**src/rtl/press_classifier.sv**
```systemverilog
`default_nettype none
// ============================================================================
// Module   : press_classifier
// Brief    : Classifies a filtered button level into short, long and double
//            press events, and keeps a running event count.
// Revision : 1.0 - initial release
// ============================================================================
module press_classifier #(
    parameter int LONG_CYCLES = 8,
    parameter int GAP_CYCLES  = 4,
    parameter int CNT_W       = 16
) (
    input  logic       clk,
    input  logic       rst,
    input  logic       level_in,
    output logic       short_press,
    output logic       long_press,
    output logic       double_press,
    output logic       busy,
    output logic [7:0] event_count
);

    typedef enum logic [2:0] {
        S_IDLE      = 3'd0,
        S_PRESS1    = 3'd1,
        S_GAP       = 3'd2,
        S_PRESS2    = 3'd3,
        S_LONG_HELD = 3'd4
    } state_t;

    localparam logic [CNT_W-1:0] c_LONG    = CNT_W'(LONG_CYCLES);
    localparam logic [CNT_W-1:0] c_GAP     = CNT_W'(GAP_CYCLES);
    localparam logic [CNT_W-1:0] c_CNT_MAX = '1;
    localparam logic [CNT_W-1:0] c_CNT_ONE = CNT_W'(1);

    state_t           state_q, state_d;
    logic [CNT_W-1:0] cnt_q, cnt_d;
    logic             level_q;
    logic             short_q, short_d;
    logic             long_q, long_d;
    logic             double_q, double_d;
    logic [7:0]       event_count_q, event_count_d;

    logic             w_rise;
    logic             w_fall;
    logic [CNT_W-1:0] w_cnt_inc;

    assign w_rise    = level_in & ~level_q;
    assign w_fall    = ~level_in & level_q;
    assign w_cnt_inc = (cnt_q == c_CNT_MAX) ? cnt_q : cnt_q + c_CNT_ONE;

    always_comb begin
        state_d  = state_q;
        cnt_d    = cnt_q;
        short_d  = 1'b0;
        long_d   = 1'b0;
        double_d = 1'b0;
        case (state_q)
            S_IDLE: begin
                if (w_rise) begin
                    state_d = S_PRESS1;
                    cnt_d   = c_CNT_ONE;
                end else begin
                    cnt_d   = '0;
                end
            end
            S_PRESS1: begin
                if (w_fall) begin
                    // The falling sample is already the first low of the gap.
                    if (GAP_CYCLES <= 1) begin
                        state_d = S_IDLE;
                        cnt_d   = '0;
                        short_d = 1'b1;
                    end else begin
                        state_d = S_GAP;
                        cnt_d   = c_CNT_ONE;
                    end
                end else begin
                    cnt_d = w_cnt_inc;
                    if (w_cnt_inc >= c_LONG) begin
                        state_d = S_LONG_HELD;
                        long_d  = 1'b1;
                    end
                end
            end
            S_GAP: begin
                if (w_rise) begin
                    state_d = S_PRESS2;
                    cnt_d   = c_CNT_ONE;
                end else if (w_cnt_inc >= c_GAP) begin
                    state_d = S_IDLE;
                    cnt_d   = '0;
                    short_d = 1'b1;
                end else begin
                    cnt_d = w_cnt_inc;
                end
            end
            S_PRESS2: begin
                if (w_fall) begin
                    state_d  = S_IDLE;
                    cnt_d    = '0;
                    double_d = 1'b1;
                end else begin
                    cnt_d = w_cnt_inc;
                    // A second click held long reports the first click as short.
                    if (w_cnt_inc >= c_LONG) begin
                        state_d = S_LONG_HELD;
                        short_d = 1'b1;
                        long_d  = 1'b1;
                    end
                end
            end
            S_LONG_HELD: begin
                if (w_fall) begin
                    state_d = S_IDLE;
                    cnt_d   = '0;
                end else begin
                    cnt_d = w_cnt_inc;
                end
            end
            default: begin
                state_d = S_IDLE;
                cnt_d   = '0;
            end
        endcase
    end

    assign event_count_d = event_count_q + {7'd0, short_d} + {7'd0, long_d}
                         + {7'd0, double_d};

    always_ff @(posedge clk) begin
        if (rst) begin
            state_q       <= S_IDLE;
            cnt_q         <= '0;
            level_q       <= 1'b1;
            short_q       <= 1'b0;
            long_q        <= 1'b0;
            double_q      <= 1'b0;
            event_count_q <= 8'd0;
        end else begin
            state_q       <= state_d;
            cnt_q         <= cnt_d;
            level_q       <= level_in;
            short_q       <= short_d;
            long_q        <= long_d;
            double_q      <= double_d;
            event_count_q <= event_count_d;
        end
    end

    assign short_press  = short_q;
    assign long_press   = long_q;
    assign double_press = double_q;
    assign busy         = (state_q != S_IDLE);
    assign event_count  = event_count_q;

endmodule
`default_nettype wire

```
**config.mk**
```make
export PLATFORM = sky130hd
export DESIGN_NAME = press_classifier
export DESIGN_NICKNAME = d
export VERILOG_FILES = /design/src/rtl/press_classifier.sv
export SDC_FILE = /design/constraint.sdc
export NUM_CORES = 1
export LEC_CHECK = 0
export BUFFER_PORTS_ARGS = -buffer_cell sky130_fd_sc_hd__buf_2
export CORE_AREA = 2 2 59 61
export DETAILED_ROUTE_END_ITERATION = 10
export DIE_AREA = 0 0 61 63
export PLACE_DENSITY = 0.8
export RECOVER_POWER = 100
export SLEW_MARGIN = 20
export SYNTH_ARGS = -nofsm -noshare
export SYNTH_HDL_FRONTEND = slang
export SYNTH_SLANG_ARGS = --single-unit
```
**constraint.sdc**
```tcl
create_clock -name clk -period 5.35 [get_ports clk]
set_clock_uncertainty 0.15 [all_clocks]
set_input_delay 1.07 -clock clk [delete_from_list [all_inputs] [get_ports clk]]
set_output_delay 1.07 -clock clk [all_outputs]
set_load 0.005 [all_outputs]
```
Yosys cells after proc, flatten, opt, wreduce, memory -nomap -nowiden
Index checks and enable logic that the tools add are counted.
Operators by class
  $add $sub $neg: 4
  magnitude comparators: 2
  eq/ne operators: 8
  mux-type cells: 23
  bitwise logic cells: 4
  reduce and logical (&&, ||, !) cells: 5
Operator list (count)
  16-bit 2-to-1 mux: 5
  16-bit case mux with 4 select lines: 1
  8-bit by 1-bit adder with 8-bit output: 3
  3-bit 2-to-1 mux: 7
  16-bit by 1-bit adder with 16-bit output, second input constant: 1
  16-bit equality test, second input constant: 1
  16-bit by 3-bit >= comparator with 1-bit output, second input constant: 1
  16-bit by 4-bit >= comparator with 1-bit output, second input constant: 1
  3-bit case mux with 5 select lines: 1
  1-bit 2-to-1 mux: 8
  3-bit by 2-bit equality test with 1-bit output, second input constant: 2
  2-bit inequality test, second input constant: 2
  2-bit OR reduction: 2
  3-bit by 1-bit equality test with 1-bit output, second input constant: 1
  3-bit equality test, second input constant: 1
  3-bit zero test: 1
  3-bit inequality test, second input constant: 1
  3-bit AND reduction: 1
  3-bit nonzero test: 1
  1-bit AND: 2
  1-bit inverter: 2
  1-bit case mux with 2 select lines: 1
Storage, ports and cells
  register bits: 31
  logic and storage cells: 53

Longest topological paths before layout
Gate-level depths: netlist of the first run.
  word-level depth: 9
  depth in mapped cells: 18
  depth with buffers taken out: 17

Worst setup path after synthesis of the first run
Ideal clock, no wire load.
  kind: register to register
  start point: reg cnt_q[0]
  end point: reg event_count_q[6] (netlist: event_count[6])
  setup time: 127 ps
  arrival time: 3696 ps
  data required time: 5073 ps
  setup slack: 1377 ps
  cell stages (with the launch flop): 18
  path buffers: 0
  cell sequence: dfxtp_1 ha_1 nand3_1 nor4_1 mux2i_1 o211ai_1 nor3_4 a21oi_1 a31oi_1 fa_1 inv_1 ha_1 inv_1 fa_1 nor2b_1 nand4_1 xor2_1 nor2_1
Between the ends
  word-level cells in the longest chain between the ends: 9
Ends and longest elaborated chain
  start, declared: line 37  | logic [CNT_W-1:0] cnt_q, cnt_d;
  start signal, assigned: line 142  | cnt_q <= cnt_d;
  16-bit by 1-bit adder with 16-bit output or 16-bit equality test (tied branches): line 50  | assign w_cnt_inc = (cnt_q == c_CNT_MAX) ? cnt_q : cnt_q + c_CNT_ONE;
  16-bit 2-to-1 mux *: line 50
  16-bit by 4-bit >= comparator with 1-bit output or 16-bit by 3-bit >= comparator with 1-bit output (tied branches): line 80, 106, 90
  1-bit 2-to-1 mux (on tied branches): line 80, 106, 90
  1-bit 2-to-1 mux (on tied branches): line 99, 87
  1-bit case mux with 2 select lines: line 58  | case (state_q)
  8-bit by 1-bit adder with 8-bit output: line 128  | assign event_count_d = event_count_q + {7'd0, short_d} + {7'd0, long_d}
  8-bit by 1-bit adder with 8-bit output *: line 128
  8-bit by 1-bit adder with 8-bit output *: line 129  | + {7'd0, double_d};
  end signal, assigned: line 147  | event_count_q <= event_count_d;
  end, declared: line 42  | logic [7:0] event_count_q, event_count_d;
Every way passes the cells marked *; elsewhere a longest branch is shown, timed or not.
A chain may end at the register's enable or synchronous reset.

Worst setup path in the final report of the first run
Ends and elaborated chain as after synthesis.

==> results of run 1 <==
==> critical path: stages, from the launching register on <==
cell and delay (ns):
dfxtp_1 0.41, ha_1 0.22, nand3_1 0.21, nor4_1 0.87, a211oi_1 0.12, o211ai_1 0.38, nor3_4 0.13, a21oi_1 0.18
a31oi_1 0.13, fa_1 0.46, inv_1 0.07, ha_1 0.16, inv_1 0.06, fa_1 0.37, nor2b_1 0.20, nand4_1 0.14
xor2_1 0.16, nor2_1 0.05
==> power by group <==
part	total, mW	switching, mW	leakage, nW	internal, mW
combinational	0.0156	0.00985	0.462	0.00575
sequential	0.235	0.00282	0.250	0.232
clock	0.141	0.0803	0.0341	0.0608
==> state kept, by name, indices dropped and copies added (netlist names) <==
register / flops
event_count: 8
long_press: 1
short_press: 1
double_press: 1
level_q: 1
state_q: 3
cnt_q: 16
==> path summary, 6_finish.rpt <==
path                                                   to  slack [ns]  depth (start not counted)                      start
worst max register to register  event_count[6]$_SDFF_PP0_        0.75                         17        cnt_q[0]$_SDFF_PP0_
worst min-delay path            event_count[7]$_SDFF_PP0_        0.34                          2  event_count[7]$_SDFF_PP0_
worst min register to register  event_count[7]$_SDFF_PP0_        0.34                          2  event_count[7]$_SDFF_PP0_
worst max-delay path            event_count[6]$_SDFF_PP0_        0.75                         17        cnt_q[0]$_SDFF_PP0_
==> stage by stage <==
stage	area, µm²	worst slack [ns]	utilization, %
after floorplan	1800	1.38	-
after global placement	1870	1.17	57.8
after detailed placement	1870	0.988	57.8
after CTS	1920	0.961	59.5
after global routing	1910	0.351	59.0
final	1910	0.754	59.0
==> synthesized netlist by cell type, drive strengths merged (4+ instances only) <==
cell	instances
xor2	8
nor2	27
mux2i	4
dfxtp	31
nand3	10
and4	4
clkbuf	11
nor4	4
a211oi	4
and3	4
nand2	16
nor2b	9
inv	10
a31oi	6
o21ai	10
nor3	14
nand4	8
a21oi	11
==> metal layers <==
metal  vias up  global-route usage, %  wire [µm]
met3         7                   4.35        129
met1       728                   27.2       1710
met2        35                   32.0       1640
li1        812                      -          -
met5         -                      0          0
met4         0                   9.78         78
==> cells by family after synthesis <==
logic type / share of synthesized area (%)
AND/OR/NAND/NOR: 33.1
XOR/XNOR: 4.87
AO/OA/AOI/OAI: 15.6
flip-flops: 34.5
multiplexers: 2.23
buffers and inverters: 5.29
adder cells (fa/ha/maj): 4.32
==> cells in the final DEF, fill, tap and decap left out, drive strengths merged, types with 3 or more instances in the layout <==
master,instances
and3,4
nor2b,9
a31oi,6
nand4,8
o21ai,10
inv,10
nand3,10
or3,3
o211ai,3
dfxtp,31
nor2,27
a21oi,11
nor3,14
buf,11
nor4,4
ha,3
mux2i,4
nand2b,3
a211oi,4
clkbuf,9
xor2,8
nand2,16
and4,4
==> area by class of cell <==
cell class	count	area (µm²)	area share [%]
multi-input cells	170	1070	56.0
flip-flops and latches	31	621	32.5
repair buffers	14	66.3	3.48
well taps	46	57.6	3.02
clock buffers	6	51.3	2.69
inverters	10	37.5	1.97
clock inverters	1	5.00	0.262
==> impl_results.md, run 1 <==
* CTS Buf Count at 5
* Post_cts resized at 0
* DRC viols at 0
* Synthesized area per cell at 8.02 µm²
* Initial antenna violation count at 0
* Clock sinks at 31
* Net Count, Synth at 232
* Pre-antenna DRT Iters at 4
* Worst-margin pin slew at 1.08 ns
* Die Y at 63 µm
* Global-route wire length before repair at 6080 µm
* Lkg Pwr at 0.747 nW
* Critical-path maximum fanout at 9
* Final Hold Fails at 0
* Vias in the first global route at 1399
* Non-Filler Instances at 278
* Iteration-0 DRC Markers at 112
* Clock root buffer: clkbuf_4
* Synth warnings at 0
* Max Slew Vio Count at 0
* PortBufs at 14
* Peak supply drop at 0.155 mV
* Row cnt at 21
* Core box area at 0.00323 mm²
* Total placed cells including tap cells at 271
* Worst hold path class: reg2reg
* CP arrival at 4.66 ns
* Worst EP required at 5.41 ns
* Pwr dens at 205 mW/mm²
* CP Launch Type: flop
* Max_cap viols at 0
* Fmax at 218 MHz
* Grt ovf at 0
* Total power at 391 µW
* Final Cycle Share at 85.9%
* Sequential share of the synthesized area at 34.5%
* Largest cells by area after synthesis: dfxtp_1 (35%), nor2_1 (5.6%), xor2_1 (3.9%), nor3_1 (3.3%), nand2_1 (3.3%)
* Clock latency on the worst-skew pair at 0.34 ns
* Final ANT Viol Nets at 0
* Post-Route WL at 3560 µm
* Setup CP Type: reg2reg
* Flops & latches, synth at 31
* Die area at 0.00384 mm²
* Hold WS at 0.342 ns
* Area Overhead vs Synth at 6.13%
* Layout fillers at 324
* Status: completed
* Post-synth EDFFs at 0
* Ys flop type: dfxtp_1
* Vias post-DR at 1582
* Avg Vias per Cell at 5.69
* Fin crit period at 4.60 ns
* Cells after Synth at 224
* Initial Util at 55.6%
* Die width at 61 µm
* Hold_buf cts at 0
* Fin Setup TNS at 0 ns
* Top cell type's share of synthesized area at 34.5%
* Synthesized area at 0.00180 mm²
* GRT Total Usage at 20.8%
* Largest net degree at the start of global routing at 20
* Clock-pin slew on the worst setup and hold paths at 0.09 ns
* Ant. Diodes at 0
* Share of cells above drive strength 1 at 9.91%
* CP Capture Type: flop
* Worst rel slew slack at 27.4%
* Placer congestion estimate at 0.918
* Yosys top cell by area: dfxtp_1
* Yosys cell types at 42
* CTS tree: built
* RSZ-0062 raised after global routing: false
* Post CTS Setup Buffer Count at 0
* Post-DP HPWL at 2590 µm
* Post-DR wirelength/cell at 12.8 µm
* # IOs at 15
* Fin nets at 240
* Post-synthesis async set-or-reset flop share at 0%
* H-tree depth at 2
* Longest Clk Path Bufs at 2
* Final Setup Violations at 0
Note: power is estimated with default switching activity, not from simulation.
==> inputs of run 2 (changes only) <==
--- a/config.mk
+++ b/config.mk
@@ -6,10 +6,11 @@
 export NUM_CORES = 1
 export LEC_CHECK = 0
 export BUFFER_PORTS_ARGS = -buffer_cell sky130_fd_sc_hd__buf_2
-export CORE_AREA = 2 2 59 61
+export CORE_AREA = 2 2 67 69
+export CTS_CLUSTER_SIZE = 40
 export DETAILED_ROUTE_END_ITERATION = 10
-export DIE_AREA = 0 0 61 63
-export PLACE_DENSITY = 0.8
+export DIE_AREA = 0 0 69 71
+export PLACE_DENSITY = 0.65
 export RECOVER_POWER = 100
 export SLEW_MARGIN = 20
 export SYNTH_ARGS = -nofsm -noshare
==> impl_results.md, run 2 (synthesis results as in run 1) <==
* Status: completed
* Worst Hold Launch: event_count[7]$_SDFF_PP0_
* Largest register by flop count: cnt_q
* Post-Place Setup Slack at 1.01 ns
* Area Overhead vs Synth at 9.96%
* H-tree depth at 2
* Core box area at 0.00420 mm²
* Die Y at 71 µm
* Fin Setup TNS at 0 ns
* Peak supply drop at 0.157 mV
* Core Util, Final at 47.0%
* Clock latency on the worst-skew pair at 0.28 ns
* Post-Route WL at 3880 µm
* Clock sinks at 31
* Fin nets at 241
* Initial antenna violation count at 0
* Vias in the first global route at 1485
* Share of cells above drive strength 1 at 8.97%
* PortBufs at 14
* GRT Total Usage at 16.6%
* Post-DR wirelength/cell at 13.6 µm
* Initial Util at 42.7%
* Setup CP Type: reg2reg
* Grt ovf at 0
* Largest net degree at the start of global routing at 20
* Post CTS Setup Buffer Count at 0
* Internal Power at 389 µW
* CTS tree: built
* Placer congestion estimate at 0.882
* Critical-path maximum fanout at 9
* Worst hold path class: reg2reg
* Clock network power share at 48.9%
* Hold_buf cts at 0
* Ant. Diodes at 0
* CTS Buf Count at 5
* Hold Path Stages at 2
* Final Cycle Share at 81.4%
* RR Startpoint: cnt_q[1]$_SDFF_PP0_
* CP arrival at 4.35 ns
* Largest register FFs at 16
* Switching Share at 20.9%
* R2r worst-path depth at 17
* CP Capture Type: flop
* Worst rel slew slack at 21.1%
* Max_cap viols at 0
* Die area at 0.00490 mm²
* Reg power frac at 47.8%
* Clock-pin slew on the worst setup and hold paths at 0.07 ns
* Pwr dens at 249 mW/mm²
* # IOs at 15
* Vias post-DR at 1627
* Post_cts resized at 0
* Avg Vias per Cell at 5.69
* Clock root buffer: clkbuf_8
* Worst-margin pin slew at 1.18 ns
* RSZ-0062 raised after global routing: false
* Pre-antenna DRT Iters at 4
* Lkg Pwr at 0.762 nW
* NetSw at 103 µW
* Fin crit period at 4.35 ns
* Longest Clk Path Bufs at 2
* Part of the power in combinational logic at 3.3%
* Final Hold Fails at 0
* Layout fillers at 429
* Max Slew Vio Count at 0
* Fmax at 230 MHz
* DRC viols at 0
* Most common cell after layout, fill and taps aside: dfxtp_1
* Most frequent cells in the layout: dfxtp_1 (31), nor2_1 (27), nand2_1 (16), nor3_1 (12), a21oi_1 (11)
* Total power at 491 µW
* Final Setup Violations at 0
* FF-to-FF setup slack at 1.0 ns
* Hold path endpoint: event_count[7]$_SDFF_PP0_
* Die width at 69 µm
* Reg-to-reg endpoint: event_count[6]$_SDFF_PP0_
* CP Launch Type: flop
* Worst EP required at 5.35 ns
* Final ANT Viol Nets at 0
* Row cnt at 24
* Iteration-0 DRC Markers at 181
* Fin worst setup slack at 0.997 ns
* Global-route wire length before repair at 6600 µm
* Post-DP HPWL at 2710 µm
## run 2: cell types whose count changed in the layout (fill, tap and decap cells not counted), sizes merged
cell,before,now
clkbuf,9,13
buf,11,8
bufinv,0,1
## run 2: worst max path at each step
stage / startpoint / endpoint / slack [ns] / depth (start not counted)
after global routing: cnt_q[0]$_SDFF_PP0_ / event_count[6]$_SDFF_PP0_ / 0.60 / 17
after CTS: cnt_q[0]$_SDFF_PP0_ / event_count[6]$_SDFF_PP0_ / 0.99 / 17
final: cnt_q[1]$_SDFF_PP0_ / event_count[6]$_SDFF_PP0_ / 1.0 / 17
after detailed placement: cnt_q[0]$_SDFF_PP0_ / event_count[6]$_SDFF_PP0_ / 1.01 / 17
after floorplan: cnt_q[0]$_SDFF_PP0_ / event_count[6]$_SDFF_PP0_ / 1.38 / 17
after global placement: cnt_q[0]$_SDFF_PP0_ / event_count[6]$_SDFF_PP0_ / 1.15 / 17
## run 2: per-stage QoR
step           cells  hold slack (ns)  instance area (µm²)
3_5_place_dp     278            0.332                 1880
5_1_grt          286            0.379                 1980
6_report         286            0.333                 1980
2_1_floorplan    224            0.318                 1800
4_1_cts          286            0.342                 2000
3_3_place_gp     278            0.323                 1880
## run 2: power groups by stage
stage          combinational [mW]  clock (mW)  sequential (mW)
2_1_floorplan              0.0143           0            0.238
3_3_place_gp               0.0164           0            0.240
3_5_place_dp               0.0162           0            0.240
4_1_cts                    0.0164       0.247            0.235
5_1_grt                    0.0183       0.255            0.235
6_report                   0.0162       0.240            0.235
## run 2: worst max-delay path: stages (launching register included)
cell	delay [ns]
dfxtp_1	0.40
ha_1	0.23
nand3_1	0.22
nor4_1	0.37
mux2i_1	0.26
o211ai_1	0.19
nor3_4	0.38
a21oi_1	0.15
a31oi_1	0.24
fa_1	0.45
inv_1	0.07
ha_1	0.15
inv_1	0.05
fa_1	0.37
nor2b_1	0.20
nand4_1	0.13
xor2_1	0.15
nor2_1	0.05
## run 2: routing by layer
layer	vias to the layer above	GRT usage, %	wire, µm
li1	819	-	-
met1	760	20.6	1740
met2	46	28.1	1920
met3	2	3.56	195
met4	0	6.54	19
met5	-	0	0
## run 2: cell type report
cell class | instances | area (µm²) | share of cell area, %
multi-input cells | 170 | 1070 | 54.1
well taps | 52 | 65.1 | 3.29
clock inverters | 2 | 35.0 | 1.77
clock buffers | 6 | 82.6 | 4.18
repair buffers | 15 | 66.3 | 3.36
inverters | 10 | 37.5 | 1.90
flip-flops and latches | 31 | 621 | 31.4
